==> config.mk <==
export PLATFORM = sky130hd
export DESIGN_NAME = func_table_scan_flat
export DESIGN_NICKNAME = d
export VERILOG_FILES = /design/src/rtl/func_scan_pkg.sv /design/src/rtl/func_table_scan_if.sv /design/src/rtl/func_scan_ctr.sv /design/src/rtl/func_table_scan.sv /design/src/flat_wrapper.sv
export SDC_FILE = /design/constraint.sdc
export NUM_CORES = 1
export LEC_CHECK = 0
export CORE_ASPECT_RATIO = 1.25
export CORE_MARGIN = 10
export CORE_UTILIZATION = 40
export CTS_CLUSTER_SIZE = 28
export DETAILED_ROUTE_END_ITERATION = 10
export PLACE_DENSITY = 0.7
export SLEW_MARGIN = 15
export SYNTH_ARGS = -nofsm -noshare
export SYNTH_HDL_FRONTEND = slang
export SYNTH_SLANG_ARGS = --single-unit
export TNS_END_PERCENT = 1
==> constraint.sdc <==
create_clock -name clk -period 4.7 [get_ports clk]
set_clock_uncertainty 0.05 [all_clocks]
set_input_delay 0.94 -clock clk [delete_from_list [all_inputs] [get_ports clk]]
set_output_delay 0.94 -clock clk [all_outputs]
set_load 0.03 [all_outputs]
==> src/rtl/func_scan_pkg.sv <==
// Shared types and constants for the truth-table scanner.
//   state_e  : scanner FSM state (IDLE, SCAN, DONE), 2-bit encoding
//   N_IN_MAX : largest supported number of function inputs
//   rows_of  : truth-table depth for a given input count
package func_scan_pkg;

  localparam int unsigned N_IN_MAX = 8;

  typedef enum logic [1:0] {
    IDLE = 2'd0,
    SCAN = 2'd1,
    DONE = 2'd2
  } state_e;

  function automatic int unsigned rows_of(input int unsigned n);
    return 32'(1) << n;
  endfunction

endpackage

==> src/rtl/func_table_scan_if.sv <==
// Result stream carrying one truth-table row per transfer.
//   out_valid : row available (scanner -> sink)
//   out_ready : sink accepts row (sink -> scanner)
//   out_idx   : row index, i.e. the input combination
//   out_s     : function value for that row
interface func_table_scan_if #(
  parameter int unsigned N_IN = 3
);

  logic            out_valid;
  logic            out_ready;
  logic [N_IN-1:0] out_idx;
  logic            out_s;

  modport master (
    output out_valid,
    output out_idx,
    output out_s,
    input  out_ready
  );

  modport slave (
    input  out_valid,
    input  out_idx,
    input  out_s,
    output out_ready
  );

endinterface

==> src/rtl/func_scan_ctr.sv <==
// Row counter for the scanner.
//   clk, reset : clock, asynchronous active-high reset
//   clr_i      : return to row 0 (has priority over en_i)
//   en_i       : advance one row
//   idx_o      : current row
//   last_o     : current row is the final table row
module func_scan_ctr
  import func_scan_pkg::*;
#(
  parameter int unsigned N_IN = 3
) (
  input  logic            clk,
  input  logic            reset,
  input  logic            clr_i,
  input  logic            en_i,
  output logic [N_IN-1:0] idx_o,
  output logic            last_o
);

  localparam int unsigned ROWS = rows_of(N_IN);

  logic [N_IN-1:0] idx_q, idx_d;

  // Next row value
  always_comb begin
    idx_d = idx_q;
    if (clr_i) begin
      idx_d = '0;
    end else if (en_i) begin
      idx_d = idx_q + N_IN'(1);
    end
  end

  always_ff @(posedge clk or posedge reset) begin
    if (reset) begin
      idx_q <= '0;
    end else begin
      idx_q <= idx_d;
    end
  end

  assign idx_o  = idx_q;
  assign last_o = (idx_q == N_IN'(ROWS - 1));

endmodule

==> src/rtl/func_table_scan.sv <==
// N-input boolean function evaluator: latches a 2^N-entry truth table on
// start and streams every (row index, value) pair to a valid/ready sink.
//   clk, reset : clock, asynchronous active-high reset
//   start      : begin a sweep (honoured only while idle)
//   table_in   : truth table, bit i = f(i), index MSB = first input
//   busy       : sweep in progress (SCAN or DONE)
//   done       : one-cycle pulse after the last row is accepted
//   ones_cnt   : number of accepted rows whose value was 1
//   out_if     : result stream (master side)
// Build option: define FUNC_SCAN_ONES_EN to enable the ones counter;
// otherwise ones_cnt is constant zero.
module func_table_scan
  import func_scan_pkg::*;
#(
  parameter int unsigned N_IN = 3
) (
  input  logic                        clk,
  input  logic                        reset,
  input  logic                        start,
  input  logic [rows_of(N_IN)-1:0]    table_in,
  output logic                        busy,
  output logic                        done,
  output logic [N_IN:0]               ones_cnt,
  func_table_scan_if.master           out_if
);

  localparam int unsigned ROWS = rows_of(N_IN);
  localparam int unsigned CW   = N_IN + 1;

  state_e          state_q, state_d;
  logic            busy_q, busy_d;
  logic            done_q, done_d;
  logic            valid_q, valid_d;
  logic [ROWS-1:0] table_q;
  logic            load;
  logic            ctr_en;
  logic            hs;
  logic            last;
  logic [N_IN-1:0] idx;

  assign hs = valid_q & out_if.out_ready;

  func_scan_ctr #(
    .N_IN (N_IN)
  ) u_ctr (
    .clk    (clk),
    .reset  (reset),
    .clr_i  (load),
    .en_i   (ctr_en),
    .idx_o  (idx),
    .last_o (last)
  );

  // Next state; status flags are derived from the next state so they are registered
  always_comb begin
    state_d = state_q;
    load    = 1'b0;
    ctr_en  = 1'b0;
    case (state_q)
      IDLE: begin
        if (start) begin
          state_d = SCAN;
          load    = 1'b1;
        end
      end
      SCAN: begin
        if (hs) begin
          // The final row leaves the counter parked instead of wrapping
          if (last) begin
            state_d = DONE;
          end else begin
            ctr_en = 1'b1;
          end
        end
      end
      DONE: begin
        state_d = IDLE;
      end
      default: begin
        state_d = IDLE;
      end
    endcase
    busy_d  = (state_d != IDLE);
    done_d  = (state_d == DONE);
    valid_d = (state_d == SCAN);
  end

  always_ff @(posedge clk or posedge reset) begin
    if (reset) begin
      state_q <= IDLE;
      busy_q  <= 1'b0;
      done_q  <= 1'b0;
      valid_q <= 1'b0;
    end else begin
      state_q <= state_d;
      busy_q  <= busy_d;
      done_q  <= done_d;
      valid_q <= valid_d;
    end
  end

  // Truth table is captured only when a sweep is accepted
  always_ff @(posedge clk or posedge reset) begin
    if (reset) begin
      table_q <= '0;
    end else if (load) begin
      table_q <= table_in;
    end
  end

`ifdef FUNC_SCAN_ONES_EN
  logic [CW-1:0] ones_q, ones_d;

  // Count accepted rows that evaluate to 1; held after the sweep
  always_comb begin
    ones_d = ones_q;
    if (load) begin
      ones_d = '0;
    end else if (hs && out_if.out_s) begin
      ones_d = ones_q + CW'(1);
    end
  end

  always_ff @(posedge clk or posedge reset) begin
    if (reset) begin
      ones_q <= '0;
    end else begin
      ones_q <= ones_d;
    end
  end

  assign ones_cnt = ones_q;
`else
  assign ones_cnt = CW'(0);
`endif

  assign busy             = busy_q;
  assign done             = done_q;
  assign out_if.out_valid = valid_q;
  assign out_if.out_idx   = idx;
  // Row value is looked up directly from the current row, no extra latency
  assign out_if.out_s     = table_q[idx];

endmodule

==> src/flat_wrapper.sv <==
// flat-port wrapper written by rule: the top's interface ports become plain ports
module func_table_scan_flat import func_scan_pkg::*;
#(
  parameter int unsigned N_IN = 3
)
  (clk, reset, start, table_in, busy, done, ones_cnt, out_if_out_valid, out_if_out_idx, out_if_out_s, out_if_out_ready);
  func_table_scan_if #(.N_IN(N_IN)) out_if_i ();
  input  logic clk;
  input  logic reset;
  input  logic start;
  input  logic [rows_of(N_IN)-1:0] table_in;
  output logic busy;
  output logic done;
  output logic [N_IN:0] ones_cnt;
  output wire logic [$bits(out_if_i.out_valid)-1:0] out_if_out_valid;
  output wire logic [$bits(out_if_i.out_idx)-1:0] out_if_out_idx;
  output wire logic [$bits(out_if_i.out_s)-1:0] out_if_out_s;
  input wire logic [$bits(out_if_i.out_ready)-1:0] out_if_out_ready;
  assign out_if_out_valid = out_if_i.out_valid;
  assign out_if_out_idx = out_if_i.out_idx;
  assign out_if_out_s = out_if_i.out_s;
  assign out_if_i.out_ready = out_if_out_ready;
  func_table_scan #(.N_IN(N_IN)) u_core (.clk(clk), .reset(reset), .start(start), .table_in(table_in), .busy(busy), .done(done), .ones_cnt(ones_cnt), .out_if(out_if_i));
endmodule
==> metrics.log, run 1 <==
INFO  metric die_h = 68.6 µm
INFO  metric timing.hold.worst_endpoint = u_core.table_q[4]
INFO  metric route.detailed.vias_per_inst = 5.35
INFO  metric ys_top_cells_by_count = sky130_fd_sc_hd__dfrtp_1, sky130_fd_sc_hd__mux2_2, sky130_fd_sc_hd__buf_4, sky130_fd_sc_hd__a22o_1, sky130_fd_sc_hd__nor2_1
INFO  metric ff2ff_setup_slack = 2.95 ns
INFO  metric post-place-cells = 88
INFO  metric place_congestion = 0.660
INFO  metric yosys.area.top_type_share = 0.530
INFO  metric fraction_of_the_mapped_netlist_area_in_compound_gates = 0.0712
INFO  metric growth_of_design_area_from_synthesis_to_finish = 27.5%
INFO  metric yosys-top-cells-area = sky130_fd_sc_hd__dfrtp_1, sky130_fd_sc_hd__mux2_2, sky130_fd_sc_hd__mux4_1
INFO  metric fin_nets = 88
INFO  metric powerDensity = 615 mW/mm²
INFO  metric cap_violations = 0
INFO  metric timing.final.max_slew_violations = 0
INFO  metric worst_hold_startpoint = u_core.table_q[4]
INFO  metric rr_endpoint = u_core.u_ctr.idx_o[0]
INFO  metric cpMaxStageDelayCell = sky130_fd_sc_hd__clkdlybuf4s50_1
INFO  metric synth-simple-area-share = 0.0927
INFO  metric outcome = finished, final reports clean
INFO  metric synth_async_sr_flop_share = 1.00
INFO  metric regToRegStartpoint = u_core.u_ctr.idx_o[0]
INFO  metric crit_path_start = u_core.u_ctr.idx_o[0]
INFO  metric number_of_hold_slack_violations_in_the_final_timing_report = 0
INFO  metric vias = 487
INFO  metric n_antenna_cell = 0
INFO  metric dominant_combinational_cell_family_by_area_after_synthesis = multiplexers
INFO  metric worst_hold_path_type = reg2reg
INFO  metric std_cell_rows = 17
INFO  metric clock_tree.buffer_depth = 2
INFO  metric ys_types = 16
INFO  metric port-buffer-count = 18
INFO  metric die-area = 0.00404 mm²
INFO  metric setup_tns = 0 ns
INFO  metric avgRoutedWirePerCell = 15.7 µm
INFO  metric synth_enable_flop_cells = 0
INFO  metric unrepaired_setup_endpoints_after_global_routing = no
INFO  metric cell_at_the_root_of_the_clock_tree = sky130_fd_sc_hd__clkbuf_4
INFO  metric avgSynthCellArea = 14.5 µm²
INFO  metric insertion_delay = 0.28 ns
INFO  metric postCtsSetupBuffers = 0
INFO  metric finalInstanceArea = 963 µm²
INFO  metric numClockSinks = 16
INFO  metric data_required_time_at_the_worst_endpoint = 3.71 ns
INFO  metric clk_pin_slew_worst_paths = 0.09 ns
INFO  metric setup.worst_path.start_class = flip-flop
INFO  metric seq_area_frac_synth = 0.530
INFO  metric synth-adder-area-share = 0.0331
INFO  metric cp_cell_sequence = mux4_1 > mux2_2 > clkdlybuf4s50_1
INFO  metric synth.yosys.warnings = 0
INFO  metric tightest_slew = 0.614 ns
INFO  metric critPathBufInv = 1
INFO  metric critical-path-top-delay-family = multiplexers
INFO  metric rr_worst_depth = 5
INFO  metric timing.critical_path.depth = 3
INFO  metric synth_top_flop_cell = sky130_fd_sc_hd__dfrtp_1
INFO  metric number_of_drc_violations_after_detailed_routing_iteration_0 = 7
INFO  metric largest_net_degree_at_the_start_of_global_routing = 17
INFO  metric synth_mux_area_frac = 0.219
INFO  metric yosysTopAreaCell = sky130_fd_sc_hd__dfrtp_1
INFO  metric fill_cells = 166
INFO  metric detailed_place_hpwl = 1140 µm
INFO  metric detail_route.wirelength = 1430 µm
INFO  metric hold_depth = 1
INFO  metric fin_crit_sh = 0.675
INFO  metric clock_tree.htree_level_count = 1
INFO  metric clock.fmax = 315 MHz
INFO  metric cts_hold_buf = 0
INFO  metric grt_antenna_before_repair = 0
INFO  metric slew_headroom = 0.590
INFO  metric fin_crit = 3.17 ns
INFO  metric drc = 0
INFO  metric chipWidth = 58.9 µm
INFO  metric worstSetupPathType = reg2out
INFO  metric syn_area = 756 µm²
INFO  metric tritoncts.num_buffers = 3
INFO  metric crit_path_max_fanout = 6
INFO  metric setup-violations-final = 0
INFO  metric grt_util_all_layers = 0.0746
INFO  metric worst_ep_arrival_time = 2.18 ns
INFO  metric synthXorXnorAreaFrac = 0
INFO  metric drt_pre_antenna_iters = 3
INFO  metric core_area = 0.00179 mm²
INFO  metric final_instance_count_excl_fillers = 91
INFO  metric grt_total_ovfl = 0
INFO  metric post_route_cells_drive_above_1_share = 0.222
INFO  metric peakVddDrop = 285 µV
INFO  metric wire_length_of_the_first_global_routing_pass = 2320 µm
INFO  metric synth.ff_latch_count = 16
INFO  metric start_util = 0.423
INFO  metric post_cts_resized = 0
INFO  metric postPlaceCellArea = 941 µm²
INFO  metric syn-instance-count = 52
INFO  metric critical_path.max_stage_delay = 0.59 ns
INFO  metric vias_in_the_first_global_route = 523
INFO  metric power.static_leakage = 0.417 nW
INFO  metric ant_nets = 0
INFO  metric tritoncts = done
INFO  metric end_kind = output pin
INFO  metric io_pins = 23
INFO  metric yosysMostFrequentCell = sky130_fd_sc_hd__dfrtp_1
==> layout make-up <==
type | count | area [µm²] | share of cell area
multi-input cells | 33 | 329 | 0.342
well taps | 19 | 23.8 | 0.0247
inverters | 2 | 7.51 | 0.00779
clock buffers | 3 | 22.5 | 0.0234
repair buffers | 18 | 180 | 0.187
flip-flops and latches | 16 | 400 | 0.416
==> per-layer routing <==
layer | vias to the layer above | track usage | wire, µm
met5 | - | 0 | 0
met2 | 11 | 0.129 | 744
li1 | 225 | - | -
met3 | 2 | 0.0201 | 90
met4 | 0 | 0.0517 | 10
met1 | 249 | 0.0769 | 583
==> cells in the final DEF, fill, tap and decap left out, drive strengths merged <==
cell type,count
clkdlybuf4s50,18
dfrtp,16
mux2,10
a22o,5
conb,4
nor2,3
clkbuf,3
nor3b,3
inv,2
mux4,2
ha,2
and4bb,1
nand3b,1
o21bai,1
nand3,1
==> logic make-up after synthesis <==
logic type / after synthesis
AO/OA/AOI/OAI: 6
adder cells (fa/ha/maj): 2
buffers and inverters: 6
flip-flops: 16
multiplexers: 12
other: 1
AND/OR/NAND/NOR: 9
==> per-stage QoR <==
stage          power (mW)  utilization  setup slack (ns)  hold slack [ns]
2_1_floorplan       0.434            -              2.21            0.422
3_3_place_gp        0.524        0.527              1.86            0.440
3_5_place_dp        0.532        0.527              1.82            0.447
4_1_cts             0.604        0.539              1.50            0.468
5_1_grt             0.632        0.539              1.43            0.477
6_report            0.593        0.539              1.53            0.461
==> where the power goes <==
group	internal, mW	switching (mW)	total [mW]	leakage, nW
registers	0.194	0.0477	0.241	0.190
clock network	0.0297	0.0397	0.0694	0.0138
logic	0.159	0.123	0.282	0.213
==> registers in the layout, indices dropped and copies added (netlist names) <==
name and cells:
u_core.busy 1, u_core.out_if.out_valid 1, u_core.done 1, u_core.u_ctr.idx_o 3
u_core.table_q 8, u_core.state_q 2
==> how the worst max path moves through the flow <==
stage,end,slack (ns)
after floorplan,out_if_out_s,2.21
after global placement,out_if_out_s,1.86
after detailed placement,out_if_out_s,1.82
after CTS,out_if_out_s,1.50
after global routing,out_if_out_s,1.43
final,out_if_out_s,1.53
Power figures use the tool's default switching activity.
==> run 2: changes to the inputs <==
Clock period 4.7 ns to 3 ns, I/O delays scaled along.
==> metrics.log, run 2 (synthesis results as in run 1) <==
INFO  metric n_antenna_cell = 0
INFO  metric insertion_delay = 0.27 ns
INFO  metric utilization = 0.539
INFO  metric worst_ep_arrival_time = 2.19 ns
INFO  metric io_pins = 23
INFO  metric max_ffs_per_register = 8
INFO  metric fin_nets = 88
INFO  metric postPlaceCellArea = 941 µm²
INFO  metric timing.final.max_slew_violations = 0
INFO  metric cts_hold_buf = 0
INFO  metric final_instance_count_excl_fillers = 91
INFO  metric data_required_time_at_the_worst_endpoint = 2.35 ns
INFO  metric grt_total_ovfl = 0
INFO  metric core_area = 0.00179 mm²
INFO  metric tightest_slew = 0.602 ns
INFO  metric worst_hold_startpoint = u_core.table_q[0]
INFO  metric pre_cts_ws = 0.459 ns
INFO  metric post_route_cells_drive_above_1_share = 0.222
INFO  metric route.detailed.vias_per_inst = 5.36
INFO  metric drt_pre_antenna_iters = 4
INFO  metric vias = 488
INFO  metric growth_of_design_area_from_synthesis_to_finish = 27.5%
INFO  metric cell_at_the_root_of_the_clock_tree = sky130_fd_sc_hd__clkbuf_4
INFO  metric postCtsSetupBuffers = 0
INFO  metric mostFrequentLayoutCells = sky130_fd_sc_hd__clkdlybuf4s50_1, sky130_fd_sc_hd__dfrtp_1, sky130_fd_sc_hd__mux2_2, sky130_fd_sc_hd__conb_1
INFO  metric finalPower = 0.929 mW
INFO  metric grt-busiest-layer = met2
INFO  metric clock.fmax = 353 MHz
INFO  metric avgRoutedWirePerCell = 15.9 µm
INFO  metric ant_nets = 0
INFO  metric fill_cells = 166
INFO  metric numClockSinks = 16
INFO  metric grt_antenna_before_repair = 0
INFO  metric grtUsageMet2 = 0.128
INFO  metric largest_register = u_core.table_q
INFO  metric worst_hold_path_type = reg2reg
INFO  metric ff2ff_setup_slack = 1.24 ns
INFO  metric std_cell_rows = 17
INFO  metric rr_worst_depth = 5
INFO  metric rr_endpoint = u_core.u_ctr.idx_o[0]
INFO  metric finalInstanceArea = 963 µm²
INFO  metric crit_path_max_fanout = 6
INFO  metric cap_violations = 0
INFO  metric tritoncts = done
INFO  metric start_util = 0.423
INFO  metric number_of_hold_slack_violations_in_the_final_timing_report = 0
INFO  metric post-place-cells = 88
INFO  metric worstSetupPathType = reg2out
INFO  metric detail_route.wirelength = 1450 µm
INFO  metric layout_setup_ws = 0.163 ns
INFO  metric clock_tree.htree_level_count = 1
INFO  metric clock_tree.buffer_depth = 2
INFO  metric fin_crit = 2.84 ns
INFO  metric hold_depth = 1
INFO  metric setup-violations-final = 0
INFO  metric number_of_drc_violations_after_detailed_routing_iteration_0 = 9
INFO  metric global_route_met1_usage = 0.0780
INFO  metric fin_crit_sh = 0.946
INFO  metric timing.hold.worst_endpoint = u_core.table_q[0]
INFO  metric post_cts_resized = 0
INFO  metric power.static_leakage = 0.417 nW
INFO  metric largest_net_degree_at_the_start_of_global_routing = 17
INFO  metric drc = 0
INFO  metric clk_pin_slew_worst_paths = 0.09 ns
INFO  metric port-buffer-count = 18
INFO  metric tritoncts.num_buffers = 3
INFO  metric met3_usage = 0.0201
INFO  metric mostFrequentLayoutCell = sky130_fd_sc_hd__clkdlybuf4s50_1
INFO  metric outcome = finished, final reports clean
INFO  metric slew_headroom = 0.598
INFO  metric vias_in_the_first_global_route = 528
INFO  metric setup.worst_path.start_class = flip-flop
INFO  metric holdWs = 0.462 ns
INFO  metric unrepaired_setup_endpoints_after_global_routing = no
INFO  metric powerDensity = 964 mW/mm²
INFO  metric end_kind = output pin
INFO  metric chipWidth = 58.9 µm
INFO  metric regToRegStartpoint = u_core.u_ctr.idx_o[0]
INFO  metric die_h = 68.6 µm
INFO  metric grt_util_all_layers = 0.0734
INFO  metric place_congestion = 0.660
INFO  metric peakVddDrop = 419 µV
INFO  metric setup_tns = 0 ns
INFO  metric die-area = 0.00404 mm²
INFO  metric detailed_place_hpwl = 1150 µm
INFO  metric wire_length_of_the_first_global_routing_pass = 2310 µm
-- run 2: cell counts in the layout (fill, tap and decap cells not counted) --
No cell type changed its count.
-- run 2: worst max path at each step --
stage                                      from           end
after floorplan           u_core.u_ctr.idx_o[0]  out_if_out_s
final                     u_core.u_ctr.idx_o[0]  out_if_out_s
after global routing      u_core.u_ctr.idx_o[0]  out_if_out_s
after detailed placement  u_core.u_ctr.idx_o[0]  out_if_out_s
after CTS                 u_core.u_ctr.idx_o[0]  out_if_out_s
after global placement    u_core.u_ctr.idx_o[0]  out_if_out_s
-- run 2: cell type report --
cell class / count / area, µm² / area share
Sequential cell: 16 / 400 / 0.416
Timing Repair Buffer: 18 / 180 / 0.187
Multi-Input combinational cell: 33 / 329 / 0.342
Tap cell: 19 / 23.8 / 0.0247
Inverter: 2 / 7.51 / 0.00779
Clock buffer: 3 / 22.5 / 0.0234
-- run 2: worst max-delay path, stage by stage, from the launching register on --
cell                              delay [ns]
sky130_fd_sc_hd__dfrtp_1                0.47
sky130_fd_sc_hd__mux4_1                 0.57
sky130_fd_sc_hd__mux2_2                 0.28
sky130_fd_sc_hd__clkdlybuf4s50_1        0.59
-- run 2: where the power goes --
| part | internal (mW) | leakage, nW | switching [mW] |
|---|---|---|---|
| combinational | 0.250 | 0.213 | 0.192 |
| clock | 0.0465 | 0.0138 | 0.0621 |
| sequential | 0.303 | 0.190 | 0.0756 |
| total | 0.599 | 0.417 | 0.330 |
-- run 2: per-layer routing --
metal / part of all wire / routed length, µm
met1: 0.42 / 610
met2: 0.50 / 723
met3: 0.071 / 103
met4: 0.0069 / 10
met5: 0 / 0
